$ cat config.mk
export PLATFORM = sky130hd
export DESIGN_NAME = muldiv_unit
export DESIGN_NICKNAME = d
export VERILOG_FILES = /design/src/rtl/muldiv_unit.sv
export SDC_FILE = /design/constraint.sdc
export NUM_CORES = 1
export LEC_CHECK = 0
export CORE_ASPECT_RATIO = 1.2
export CORE_MARGIN = 1.5
export CORE_UTILIZATION = 32
export CTS_CLUSTER_SIZE = 28
export DETAILED_ROUTE_END_ITERATION = 7
export GPL_ROUTABILITY_DRIVEN = 1
export PLACE_DENSITY = 0.52
export SLEW_MARGIN = 25
export SYNTH_ARGS = -nofsm -noshare
export SYNTH_HDL_FRONTEND = slang
export SYNTH_SLANG_ARGS = --single-unit
$ cat constraint.sdc
create_clock -name clk -period 10.4 [get_ports clk]
set_clock_uncertainty 0.15 [all_clocks]
set_input_delay 1.56 -clock clk [delete_from_list [all_inputs] [get_ports clk]]
set_output_delay 1.56 -clock clk [all_outputs]
set_load 0.03 [all_outputs]
$ cat src/rtl/muldiv_unit.sv
// muldiv_unit: multi-cycle multiply/divide unit with an internal HI/LO pair.
// Handles MULT/MULTU (iterative shift-add) and DIV/DIVU (restoring divider)
// plus single-cycle MTHI/MTLO moves. Signed operations run on magnitudes and
// the result signs are applied in the FIX state.
//
// Optional feature macro: MULDIV_FAST_MUL_EN
//   defined   -> MULT/MULTU complete in one cycle through a combinational
//                multiplier; busy is never raised for multiplies.
//   undefined -> multiplies use the iterative RUN/FIX path like divides.
//
// Ports:
//   clk    in   clock, rising edge
//   rst_n  in   synchronous active-low reset
//   start  in   request, sampled only while busy=0
//   op     in   0 NOP, 1 MULT, 2 MULTU, 3 DIV, 4 DIVU, 5 MTHI, 6 MTLO, 7 NOP
//   a      in   rs operand (multiplicand / dividend / move source)
//   b      in   rt operand (multiplier / divisor)
//   flush  in   abort any in-flight or newly requested operation
//   busy   out  unit occupied, starts ignored
//   done   out  one-cycle pulse after HI/LO were written
//   hi     out  HI register
//   lo     out  LO register
//
// FSM states:
//   state  | meaning
//   IDLE   | waiting for start; MTHI/MTLO (and fast multiplies) finish here
//   RUN    | one multiply/divide bit per cycle, counter WIDTH-1 down to 0
//   FIX    | apply result signs, write HI/LO, pulse done

module muldiv_unit #(
  parameter int WIDTH = 32
) (
  input  logic             clk,
  input  logic             rst_n,
  input  logic             start,
  input  logic [2:0]       op,
  input  logic [WIDTH-1:0] a,
  input  logic [WIDTH-1:0] b,
  input  logic             flush,
  output logic             busy,
  output logic             done,
  output logic [WIDTH-1:0] hi,
  output logic [WIDTH-1:0] lo
);

  localparam int CNT_W = $clog2(WIDTH);

  localparam logic [2:0] OP_MULT  = 3'd1;
  localparam logic [2:0] OP_MULTU = 3'd2;
  localparam logic [2:0] OP_DIV   = 3'd3;
  localparam logic [2:0] OP_DIVU  = 3'd4;
  localparam logic [2:0] OP_MTHI  = 3'd5;
  localparam logic [2:0] OP_MTLO  = 3'd6;

  typedef enum logic [1:0] {S_IDLE, S_RUN, S_FIX} state_t;

  state_t state_q, state_d;

  logic [CNT_W-1:0] cnt_q;
  logic [WIDTH-1:0] hi_q, lo_q;
  logic             done_q;
  logic             is_div_q, neg_res_q, neg_rem_q, div_zero_q;
  logic [WIDTH-1:0] a_q;
  logic [WIDTH-1:0] b_abs_q;
  // acc_q: product upper half / partial remainder
  // sh_q : multiplier being consumed / dividend shifting into quotient
  logic [WIDTH-1:0] acc_q, sh_q;

  // Request decode
  logic             accept, is_mul_op, is_div_op, is_mt_op, signed_op;
  logic             iter_start, fast_wr;
  logic             a_neg, b_neg;
  logic [WIDTH-1:0] a_abs, b_abs;

  assign accept    = (state_q == S_IDLE) && start && !flush;
  assign is_mul_op = (op == OP_MULT) || (op == OP_MULTU);
  assign is_div_op = (op == OP_DIV)  || (op == OP_DIVU);
  assign is_mt_op  = (op == OP_MTHI) || (op == OP_MTLO);
  assign signed_op = (op == OP_MULT) || (op == OP_DIV);
  assign a_neg     = signed_op & a[WIDTH-1];
  assign b_neg     = signed_op & b[WIDTH-1];
  assign a_abs     = a_neg ? -a : a;
  assign b_abs     = b_neg ? -b : b;

`ifdef MULDIV_FAST_MUL_EN
  logic [2*WIDTH-1:0] fast_prod, fast_fix;
  assign iter_start = accept && is_div_op;
  assign fast_wr    = accept && is_mul_op;
  assign fast_prod  = {{WIDTH{1'b0}}, a_abs} * {{WIDTH{1'b0}}, b_abs};
  assign fast_fix   = (a_neg ^ b_neg) ? -fast_prod : fast_prod;
`else
  assign iter_start = accept && (is_mul_op || is_div_op);
  assign fast_wr    = 1'b0;
`endif

  // State register
  always_ff @(posedge clk) begin
    if (!rst_n) state_q <= S_IDLE;
    else        state_q <= state_d;
  end

  // Next-state logic; flush overrides everything
  always_comb begin
    state_d = state_q;
    if (flush) begin
      state_d = S_IDLE;
    end else begin
      unique case (state_q)
        S_IDLE:  if (iter_start) state_d = S_RUN;
        S_RUN:   if (cnt_q == '0) state_d = S_FIX;
        S_FIX:   state_d = S_IDLE;
        default: state_d = S_IDLE;
      endcase
    end
  end

  // FSM outputs
  logic iter_en, fix_wr, mt_wr;
  always_comb begin
    busy    = (state_q != S_IDLE);
    iter_en = (state_q == S_RUN);
    fix_wr  = (state_q == S_FIX) && !flush;
    mt_wr   = accept && is_mt_op;
  end

  // One iteration step for either operation
  logic [WIDTH:0]   mul_sum, div_shift, div_diff;
  logic             div_ge;
  logic [WIDTH-1:0] acc_d, sh_d;
  always_comb begin
    mul_sum   = {1'b0, acc_q} + {1'b0, (sh_q[0] ? b_abs_q : {WIDTH{1'b0}})};
    div_shift = {acc_q, sh_q[WIDTH-1]};
    div_diff  = div_shift - {1'b0, b_abs_q};
    // Partial remainder stays below the divisor, so the top bit of the
    // difference is a clean borrow flag.
    div_ge    = ~div_diff[WIDTH];
    if (is_div_q) begin
      acc_d = div_ge ? div_diff[WIDTH-1:0] : div_shift[WIDTH-1:0];
      sh_d  = {sh_q[WIDTH-2:0], div_ge};
    end else begin
      acc_d = mul_sum[WIDTH:1];
      sh_d  = {mul_sum[0], sh_q[WIDTH-1:1]};
    end
  end

  // Final sign correction
  logic [2*WIDTH-1:0] mul_prod, mul_fix;
  logic [WIDTH-1:0]   fix_hi, fix_lo;
  always_comb begin
    mul_prod = {acc_q, sh_q};
    mul_fix  = neg_res_q ? -mul_prod : mul_prod;
    fix_hi   = mul_fix[2*WIDTH-1:WIDTH];
    fix_lo   = mul_fix[WIDTH-1:0];
    if (is_div_q) begin
      if (div_zero_q) begin
        fix_hi = a_q;
        fix_lo = {WIDTH{1'b1}};
      end else begin
        fix_hi = neg_rem_q ? -acc_q : acc_q;
        fix_lo = neg_res_q ? -sh_q : sh_q;
      end
    end
  end

  // Datapath and HI/LO
  always_ff @(posedge clk) begin
    if (!rst_n) begin
      cnt_q      <= '0;
      hi_q       <= '0;
      lo_q       <= '0;
      done_q     <= 1'b0;
      is_div_q   <= 1'b0;
      neg_res_q  <= 1'b0;
      neg_rem_q  <= 1'b0;
      div_zero_q <= 1'b0;
      a_q        <= '0;
      b_abs_q    <= '0;
      acc_q      <= '0;
      sh_q       <= '0;
    end else begin
      done_q <= 1'b0;
      if (iter_start) begin
        cnt_q      <= CNT_W'(WIDTH-1);
        acc_q      <= '0;
        sh_q       <= a_abs;
        b_abs_q    <= b_abs;
        a_q        <= a;
        is_div_q   <= is_div_op;
        neg_res_q  <= a_neg ^ b_neg;
        neg_rem_q  <= a_neg;
        div_zero_q <= (b == '0);
      end else if (iter_en) begin
        if (cnt_q != '0) cnt_q <= cnt_q - CNT_W'(1);
        acc_q <= acc_d;
        sh_q  <= sh_d;
      end
      if (fix_wr) begin
        hi_q   <= fix_hi;
        lo_q   <= fix_lo;
        done_q <= 1'b1;
      end
      if (mt_wr) begin
        if (op == OP_MTHI) hi_q <= a;
        else               lo_q <= a;
        done_q <= 1'b1;
      end
`ifdef MULDIV_FAST_MUL_EN
      if (fast_wr) begin
        hi_q   <= fast_fix[2*WIDTH-1:WIDTH];
        lo_q   <= fast_fix[WIDTH-1:0];
        done_q <= 1'b1;
      end
`endif
    end
  end

  assign done = done_q;
  assign hi   = hi_q;
  assign lo   = lo_q;

endmodule

==> results_dict.tcl, run 1 <==
set metrics [dict create \
    clock_latency_ns 0.57 \
    max-cap-violations 0 \
    num_vias 16000 \
    critical_path_required_ns 10.67 \
    top_level_ports 137 \
    grt_pass1_vias 15300 \
    synth_edf_count 0 \
    r2r_setup_slack_ns 5.80 \
    timing_worst_setup_path_type "in2reg" \
    synth_sequential_area_ratio_pct 25.5 \
    layout-drive-gt1-share_pct 5.99 \
    hold-worst-slack_ns 0.306 \
    routedWlPerCell_um 20.4 \
    synth.top_cells.by_area "dfxtp_1 (25%), xnor2_1 (7.3%), a21oi_1 (7.3%)" \
    start_util_pct 32.5 \
    synth_top_cell_by_area "dfxtp_1" \
    cts_sinks 204 \
    critical_path_arrival_ns 4.96 \
    globalplace.congestion 0.862 \
    cts_setup_buffers 0 \
    ctsLongestPathBuffers 3 \
    tritoncts "yes" \
    min-delay-path-class "reg2reg" \
    ctsRootBufferMaster "clkbuf_16" \
    final_core_util_pct 37.5 \
    detailedRoute.firstPassIterationCount 7 \
    p_leak_nw 6.79 \
    r2r-end "acc_q[11]" \
    timing.critical_path.from_type "input pin" \
    syn_nets 2319 \
    timing.reg2reg.worst_path_depth 13 \
    synth_register_bits 204 \
    route.detailed.vias_per_inst 5.64 \
    hold_viol 0 \
    antenna_found_initial 0 \
    post-route-period-util_pct 45.1 \
    crit_path_cell_trace "clkdlybuf4s50_1, nor4_1, nand3_1, nor4_1, nand2_1, or4_1, o41ai_1, xor2_1, a21oi_1" \
    synth_cells 2176 \
    r2r-start "acc_q[0]" \
    grt_pass1_wl_um 89200 \
    ys_top_cells_by_count "nand2_1 (273), a21oi_1 (234), dfxtp_1 (204)" \
    path_clk_slew_ns 0.06 \
    die_w_um 207 \
    area_growth_pct 15.4 \
    setup.worst_path.end_class "flip-flop" \
    row_count 89 \
    p_total_mw 2.25 \
    post_cts_resize_count 0 \
    crit_path_top_delay_cell "nor4_1" \
    tightestPinTransition_ns 0.869 \
    cts.htree.levels 1 \
    pwr_density_cell_nw_per_um2 122 \
    post_synth.cell_area_avg_um2 7.37 \
    cts_buffers 25 \
    outcome "finished with violations" \
    drc_errors 12 \
    dominantRegCellSynth "dfxtp_1" \
    nNetsFinal 2330 \
    vdd_drop_max_mv 0.117 \
    cts_hold_repair.buffers 0 \
    final_antenna_net_count 0 \
    drv_slew 0 \
    dp_worst_setup_slack_ns 5.14 \
    postSynth.asyncResetShare_pct 0 \
    n_antenna_cell 0 \
    final_design_area_no_fill_um2 18500 \
    crit_path_max_fanout 8 \
    syn_area_um2 16000 \
    core_area_um2 49300 \
    numPlacedInstances 2797 \
    failed_checks "design-rule violations" \
    cp_top_family "simple AND/OR/NAND/NOR gates" \
    endpoint_of_the_worst_setup_timing_path "sh_q[29]" \
    rsz0062_at_grt "false" \
    final_cells 2841 \
    startpoint "a[2]" \
    crit_top_cell "nor4_1" \
    design.die.area_um2 51500 \
    dpl-instance-area_um2 17700 \
    buffer_ports.inserted 136 \
    grtUsageTotal_pct 21.8 \
    cp.buffers_inverters 1 \
    maximum_number_of_pins_on_one_net_before_global_route_repair 88 \
    tns_ns 0 \
    timing.final.ws_setup_ns 5.71 \
    routed_wl_um 57900 \
    synth.top_cell.area_share_pct 25.5 \
    place_hpwl_um 42500 \
    period_needed_ns 4.69 \
    floorplan.die.height_um 248 \
    setup-violations-final 0 \
    largest_stage_delay_worst_path_ns 0.73 \
    dr.first_iter.drc_count 1029 \
    yosysWarnings 0 \
    grt-ovfl-total 0 \
    fmax_mhz 213 \
    maxSlewHeadroom_pct 41.5 \
    most_used_standard_cell_by_instance_count_after_synthesis "nand2_1" \
    ys_types 79 \
    critical_path_depth 9 \
]
[registers in the layout, indices dropped and copies added (netlist names)]
| name | flops |
|---|---|
| lo | 32 |
| div_zero_q | 1 |
| sh_q | 32 |
| a_q | 32 |
| neg_res_q | 1 |
| cnt_q | 5 |
| hi | 32 |
| neg_rem_q | 1 |
| acc_q | 32 |
| is_div_q | 1 |
| done | 1 |
| state_q | 2 |
| b_abs_q | 32 |
[tightest hold or removal path: stages, from the launching register on]
cell and delay (ns):
dfxtp_1 0.31, nand2_1 0.05, a21oi_1 0.05
[final cells by class]
cell class | instances | area [um2]
Fill cell | 5205 | 30800
Multi-Input combinational cell | 1718 | 11000
Sequential cell | 204 | 4090
Timing Repair Buffer | 163 | 1560
Tap cell | 637 | 797
Clock buffer | 38 | 724
Inverter | 75 | 284
Clock inverter | 6 | 42.5
[routing by layer]
layer  vias to the layer above  global-route usage (%)  share of wire [%]
met2                       410                    39.6                 49
met5                         -                       0                  0
met4                         0                    9.49                4.4
met1                      7661                    26.1                 42
li1                       7860                       -                  -
met3                        99                    2.13                4.4
[power breakdown]
part	internal [mW]	total [mW]	switching, mW
clock	0.479	0.847	0.369
combinational	0.218	0.550	0.332
sequential	0.813	0.858	0.0448
[layout by cell type, fill, tap and decap left out, drive strengths merged, types with 27 or more instances in the layout]
master	n
xor2	65
a211oi	52
nor3	45
dfxtp	204
o21ai	170
xnor2	134
clkbuf	38
o221ai	42
clkdlybuf4s50	135
ha	70
nand3	27
mux2i	35
nand2	273
inv	75
or3	28
o31ai	27
nor2	181
buf	28
a21oi	234
[cells by family (layout without fill, tap and decap cells)]
| kind of cell | Yosys count | in the layout | synth area share [%] |
|---|---|---|---|
| buf+inv | 254 | 282 | 6.11 |
| xor+xnor | 199 | 199 | 10.9 |
| compound gates | 720 | 720 | 28.8 |
| mux | 57 | 57 | 3.73 |
| flops | 204 | 204 | 25.5 |
| fa+ha+maj | 72 | 72 | 5.71 |
| simple gates | 670 | 670 | 19.3 |
[how the worst min path moves through the flow]
stage,start,endpoint,slack [ns],cells after the start
floorplan,b_abs_q[30],b_abs_q[30],0.28,2
global placement,a_q[24],a_q[24],0.29,2
detailed placement,b_abs_q[31],b_abs_q[31],0.30,2
CTS,b_abs_q[31],b_abs_q[31],0.31,2
global route,b_abs_q[31],b_abs_q[31],0.32,2
finish,b_abs_q[31],b_abs_q[31],0.31,2
(Power assumes the default switching activity.)
==> run 2: changes to the inputs <==
--- a/config.mk
+++ b/config.mk
@@ -11,7 +11,7 @@
 export CTS_CLUSTER_SIZE = 28
 export DETAILED_ROUTE_END_ITERATION = 7
 export GPL_ROUTABILITY_DRIVEN = 1
-export PLACE_DENSITY = 0.52
+export PLACE_DENSITY = 0.54
 export SLEW_MARGIN = 25
 export SYNTH_ARGS = -nofsm -noshare
 export SYNTH_HDL_FRONTEND = slang
==> constraint.sdc (replaced) <==
create_clock -name clk -period 4.2 [get_ports clk]
set_clock_uncertainty 0.15 [all_clocks]
set_input_delay 0.63 -clock clk [delete_from_list [all_inputs] [get_ports clk]]
set_output_delay 0.63 -clock clk [all_outputs]
set_load 0.03 [all_outputs]
==> results_dict.tcl, run 2 (synthesis results as in run 1) <==
set metrics [dict create \
    tns_ns 0 \
    sequentialPowerShare_pct 36.0 \
    post-route-period-util_pct 96.6 \
    met3_usage_pct 2.21 \
    drc_errors 16 \
    drv_slew 0 \
    power.clock.fraction_pct 39.0 \
    dp_worst_setup_slack_ns 0.163 \
    final_antenna_net_count 0 \
    vdd_drop_max_mv 0.256 \
    critical_path_arrival_ns 4.34 \
    layout.cells.most_common_list "nand2_1 (272), a21oi_1 (234), dfxtp_1 (202)" \
    grt-ovfl-total 0 \
    pwr_density_cell_nw_per_um2 306 \
    layout-drive-gt1-share_pct 8.49 \
    maximum_number_of_pins_on_one_net_before_global_route_repair 139 \
    cts_buffers 25 \
    clock_latency_ns 0.55 \
    core_area_um2 49300 \
    r2r-start "sh_q[0]" \
    power.switching_mw 1.89 \
    die_w_um 207 \
    detailedRoute.firstPassIterationCount 7 \
    maxSlewHeadroom_pct 30.9 \
    num_vias 16400 \
    nNetsFinal 2386 \
    floorplan.die.height_um 248 \
    comb_power_share_pct 25.0 \
    gr-max-usage-layer "met2" \
    globalplace.congestion 0.885 \
    start_util_pct 32.5 \
    tritoncts "yes" \
    cts_sinks 204 \
    numPlacedInstances 2853 \
    dr.first_iter.drc_count 1218 \
    grt_util_met1_pct 27.3 \
    failed_checks "design-rule violations" \
    grt_pass1_vias 15700 \
    timing_worst_setup_path_type "reg2reg" \
    max-cap-violations 0 \
    tightestPinTransition_ns 1.04 \
    design.die.area_um2 51500 \
    ctsRootBufferMaster "clkbuf_16" \
    place_hpwl_um 43500 \
    min-delay-path-class "reg2reg" \
    switching_share_pct 32.5 \
    p_leak_nw 7.11 \
    period_needed_ns 4.06 \
    worst_hold_path.num_cells 2 \
    antenna_found_initial 0 \
    setup-violations-final 0 \
    cts_setup_buffers 0 \
    area_growth_pct 18.8 \
    met2_usage_pct 40.8 \
    r2r_setup_slack_ns 0.14 \
    fmax_mhz 247 \
    buffer_ports.inserted 136 \
    grt_pass1_wl_um 91200 \
    crit_path_max_fanout 14 \
    intPower_mw 3.93 \
    route.detailed.vias_per_inst 5.66 \
    critical_path_required_ns 4.49 \
    cts.htree.levels 1 \
    timing.final.ws_setup_ns 0.144 \
    rsz0062_at_grt "false" \
    n_antenna_cell 0 \
    worstHoldEndpoint "b_abs_q[31]" \
    timing.reg2reg.worst_path_depth 14 \
    ctsLongestPathBuffers 3 \
    routed_wl_um 59200 \
    holdCritStartpoint "b_abs_q[31]" \
    top_level_ports 137 \
    path_clk_slew_ns 0.06 \
    outcome "finished with violations" \
    hold_viol 0 \
    layout.cells.most_common "nand2_1" \
    routedWlPerCell_um 20.4 \
    final_cells 2898 \
    r2r-end "acc_q[30]" \
    row_count 89 \
    timing.critical_path.from_type "flip-flop" \
    final_core_util_pct 38.6 \
    setup.worst_path.end_class "flip-flop" \
    grtUsageTotal_pct 22.2 \
]
## run 2: routing by layer
layer,vias to the layer above,routed length (um),share of wire [%]
met1,7897,25100,42
met5,-,0,0
met4,0,1660,2.8
met3,89,2510,4.2
li1,7995,-,-
met2,421,29900,51
## run 2: critical path, stage by stage (launching register included)
cell and delay (ns):
dfxtp_1 0.37, clkinv_1 0.10, buf_4 0.21, nor2_1 0.11, ha_1 0.29, o21ai_0 0.16, a2111oi_1 0.60, buf_4 0.21
or3b_2 0.44, a21oi_1 0.28, o211ai_1 0.19, a311oi_1 0.31, xnor2_1 0.16, nor2_1 0.06, o31a_1 0.31
## run 2: power groups by stage
stage / Combinational [mW] / Sequential (mW) / Clock [mW]
after floorplan: 0.956 / 2.12 / 0
after global placement: 1.43 / 2.14 / 0
after detailed placement: 1.44 / 2.14 / 0
after CTS: 1.45 / 2.10 / 2.31
after global routing: 1.58 / 2.11 / 2.38
final: 1.46 / 2.10 / 2.27
## run 2: what timing repair did
| item | in CTS | in global routing |
|---|---|---|
| hold buffers | 0 | 0 |
| gates resized for setup | 0 | 2 |
| endpoints found under the setup margin | 0 | 10 |
## run 2: layout make-up
type / count / area (um2)
clock inverters: 13 / 160
repair buffers: 219 / 2020
inverters: 75 / 284
clock buffers: 32 / 682
fillers: 5082 / 30300
well taps: 637 / 797
multi-input cells: 1718 / 11000
flip-flops and latches: 204 / 4090
## run 2: stage by stage
stage | power (mW) | hold slack [ns] | area [um2]
after floorplan | 3.08 | 0.282 | 16000
after global placement | 3.57 | 0.293 | 18200
after detailed placement | 3.58 | 0.297 | 18200
after CTS | 5.86 | 0.307 | 19000
after global routing | 6.07 | 0.328 | 19100
final | 5.82 | 0.304 | 19100
## run 2: how the worst max path moves through the flow
stage                     startpoint        end  slack [ns]  cells past startpoint
final                        sh_q[0]  acc_q[30]        0.14                     14
after global routing        sh_q[31]  acc_q[20]        0.01                     14
after CTS                    sh_q[0]  acc_q[30]        0.15                     14
after detailed placement     sh_q[0]  acc_q[30]        0.16                     14
after global placement       sh_q[0]  acc_q[30]        0.25                     14
after floorplan             sh_q[31]   acc_q[6]        0.40                     15
==> run 3: changes to the inputs <==
--- a/config.mk
+++ b/config.mk
@@ -7,11 +7,11 @@
 export LEC_CHECK = 0
 export CORE_ASPECT_RATIO = 1.2
 export CORE_MARGIN = 1.5
-export CORE_UTILIZATION = 32
+export CORE_UTILIZATION = 54
 export CTS_CLUSTER_SIZE = 28
 export DETAILED_ROUTE_END_ITERATION = 7
 export GPL_ROUTABILITY_DRIVEN = 1
-export PLACE_DENSITY = 0.54
+export PLACE_DENSITY_LB_ADDON = 0.3
 export SLEW_MARGIN = 25
 export SYNTH_ARGS = -nofsm -noshare
 export SYNTH_HDL_FRONTEND = slang
==> results_dict.tcl, run 3 (synthesis results as in run 1) <==
set metrics [dict create \
    row_count 68 \
    top_level_ports 137 \
    cts_setup_buffers 0 \
    routedWlPerCell_um 19.1 \
    ctsRootBufferMaster "clkbuf_16" \
    drc_errors 0 \
    final_design_area_no_fill_um2 18600 \
    cp_top_family "compound AO/OA/AOI/OAI gates" \
    cts_buffers 24 \
    hold-worst-slack_ns 0.303 \
    pwr_density_cell_nw_per_um2 299 \
    final_cells 2632 \
    critical_path_required_ns 4.48 \
    final_antenna_net_count 0 \
    routed_wl_um 50400 \
    max-cap-violations 0 \
    timing.final.ws_setup_ns 0.261 \
    min-delay-path-class "reg2reg" \
    tightestPinTransition_ns 0.980 \
    cts.htree.levels 1 \
    design.die.area_um2 30800 \
    grtUsageTotal_pct 32.4 \
    crit_path_top_delay_cell "dfxtp_1" \
    fmax_mhz 254 \
    layout-drive-gt1-share_pct 7.83 \
    crit_path_cell_trace "inv_1, fa_1, nand2b_1, a211oi_2, o21ai_0, a21oi_2, a2bb2oi_1, o41ai_2, buf_4, xor2_2, buf_12, mux2_2, a21oi_1, nor2_1" \
    antenna_found_initial 0 \
    grt_pass1_vias 15900 \
    setup-violations-final 0 \
    post_cts_resize_count 0 \
    post-route-period-util_pct 93.8 \
    largest_stage_delay_worst_path_ns 0.44 \
    dpl-instance-area_um2 17800 \
    cp.buffers_inverters 3 \
    detailedRoute.firstPassIterationCount 8 \
    layout.filler_cells 2518 \
    cts_sinks 204 \
    place_hpwl_um 36200 \
    maximum_number_of_pins_on_one_net_before_global_route_repair 139 \
    maxSlewHeadroom_pct 34.6 \
    dr.first_iter.drc_count 1528 \
    route.detailed.vias_per_inst 6.34 \
    grt-ovfl-total 0 \
    rsz0062_at_grt "false" \
    tns_ns 0 \
    vdd_drop_max_mv 0.258 \
    tritoncts "yes" \
    nNetsFinal 2373 \
    die_w_um 160 \
    hold_viol 0 \
    area_growth_pct 15.7 \
    layout.cells.most_common "nand2_1" \
    buffer_ports.inserted 136 \
    timing.critical_path.from_type "flip-flop" \
    critical_path_arrival_ns 4.22 \
    num_vias 16700 \
    clock_latency_ns 0.54 \
    n_antenna_cell 0 \
    dp_worst_setup_slack_ns 0.276 \
    start_util_pct 55.3 \
    path_clk_slew_ns 0.06 \
    drv_slew 0 \
    cts_hold_repair.buffers 0 \
    period_needed_ns 3.94 \
    grt_pass1_wl_um 81300 \
    globalplace.congestion 1.01 \
    numPlacedInstances 2589 \
    crit_path_max_fanout 28 \
    ctsLongestPathBuffers 3 \
    core_area_um2 29000 \
    setup.worst_path.end_class "flip-flop" \
    floorplan.die.height_um 192 \
    outcome "complete, no violations" \
    layout.cells.most_common_list "nand2_1 (272), a21oi_1 (233), dfxtp_1 (202)" \
    p_leak_nw 7.02 \
    timing_worst_setup_path_type "reg2reg" \
]
-- run 3: cell types whose count changed in the layout (fill, tap and decap cells not counted), sizes merged --
cell      before  now
buf           84   72
bufinv         3    0
clkbuf        32   36
clkinv         5    6
clkinvlp       5    2
inv           75   74
-- run 3: worst min-delay path, stage by stage (launching register included) --
cell,delay [ns]
dfxtp_1,0.30
nand2_1,0.05
a21oi_1,0.05
-- run 3: routing by layer --
| layer | share of wire [%] | track usage, % | vias to the layer above |
|---|---|---|---|
| met4 | 4.5 | 14.8 | 0 |
| met5 | 0 | 0 | - |
| met1 | 40 | 39.3 | 7837 |
| li1 | - | - | 7955 |
| met3 | 7.8 | 4.41 | 148 |
| met2 | 48 | 56.9 | 760 |
-- run 3: cell type report --
type / count / area [um2] / area share, %
well taps: 385 / 482 / 2.59
repair buffers: 207 / 1940 / 10.4
multi-input cells: 1718 / 11000 / 59.3
clock buffers: 36 / 717 / 3.86
inverters: 75 / 283 / 1.52
flip-flops and latches: 204 / 4090 / 22.0
clock inverters: 7 / 47.5 / 0.256
-- run 3: where the power goes --
group	leakage (nW)	total, mW	internal, mW	switching, mW
sequential	1.66	2.10	2.01	0.0901
combinational	5.00	1.41	0.583	0.825
clock	0.372	2.05	1.18	0.869
-- run 3: path summary, 6_finish.rpt --
kind                    start           to  slack, ns  cells past startpoint
setup reg to reg     acc_q[0]    acc_q[12]       0.26                     14
setup / recovery     acc_q[0]    acc_q[12]       0.26                     14
hold / removal    b_abs_q[30]  b_abs_q[30]       0.30                      2
hold reg to reg   b_abs_q[30]  b_abs_q[30]       0.30                      2
-- run 3: through the flow --
| step | power [mW] | utilization, % |
|---|---|---|
| after floorplan | 3.08 | - |
| after global placement | 3.49 | 61.3 |
| after detailed placement | 3.51 | 61.3 |
| after CTS | 5.55 | 64.0 |
| after global routing | 5.80 | 64.0 |
| final | 5.56 | 64.0 |
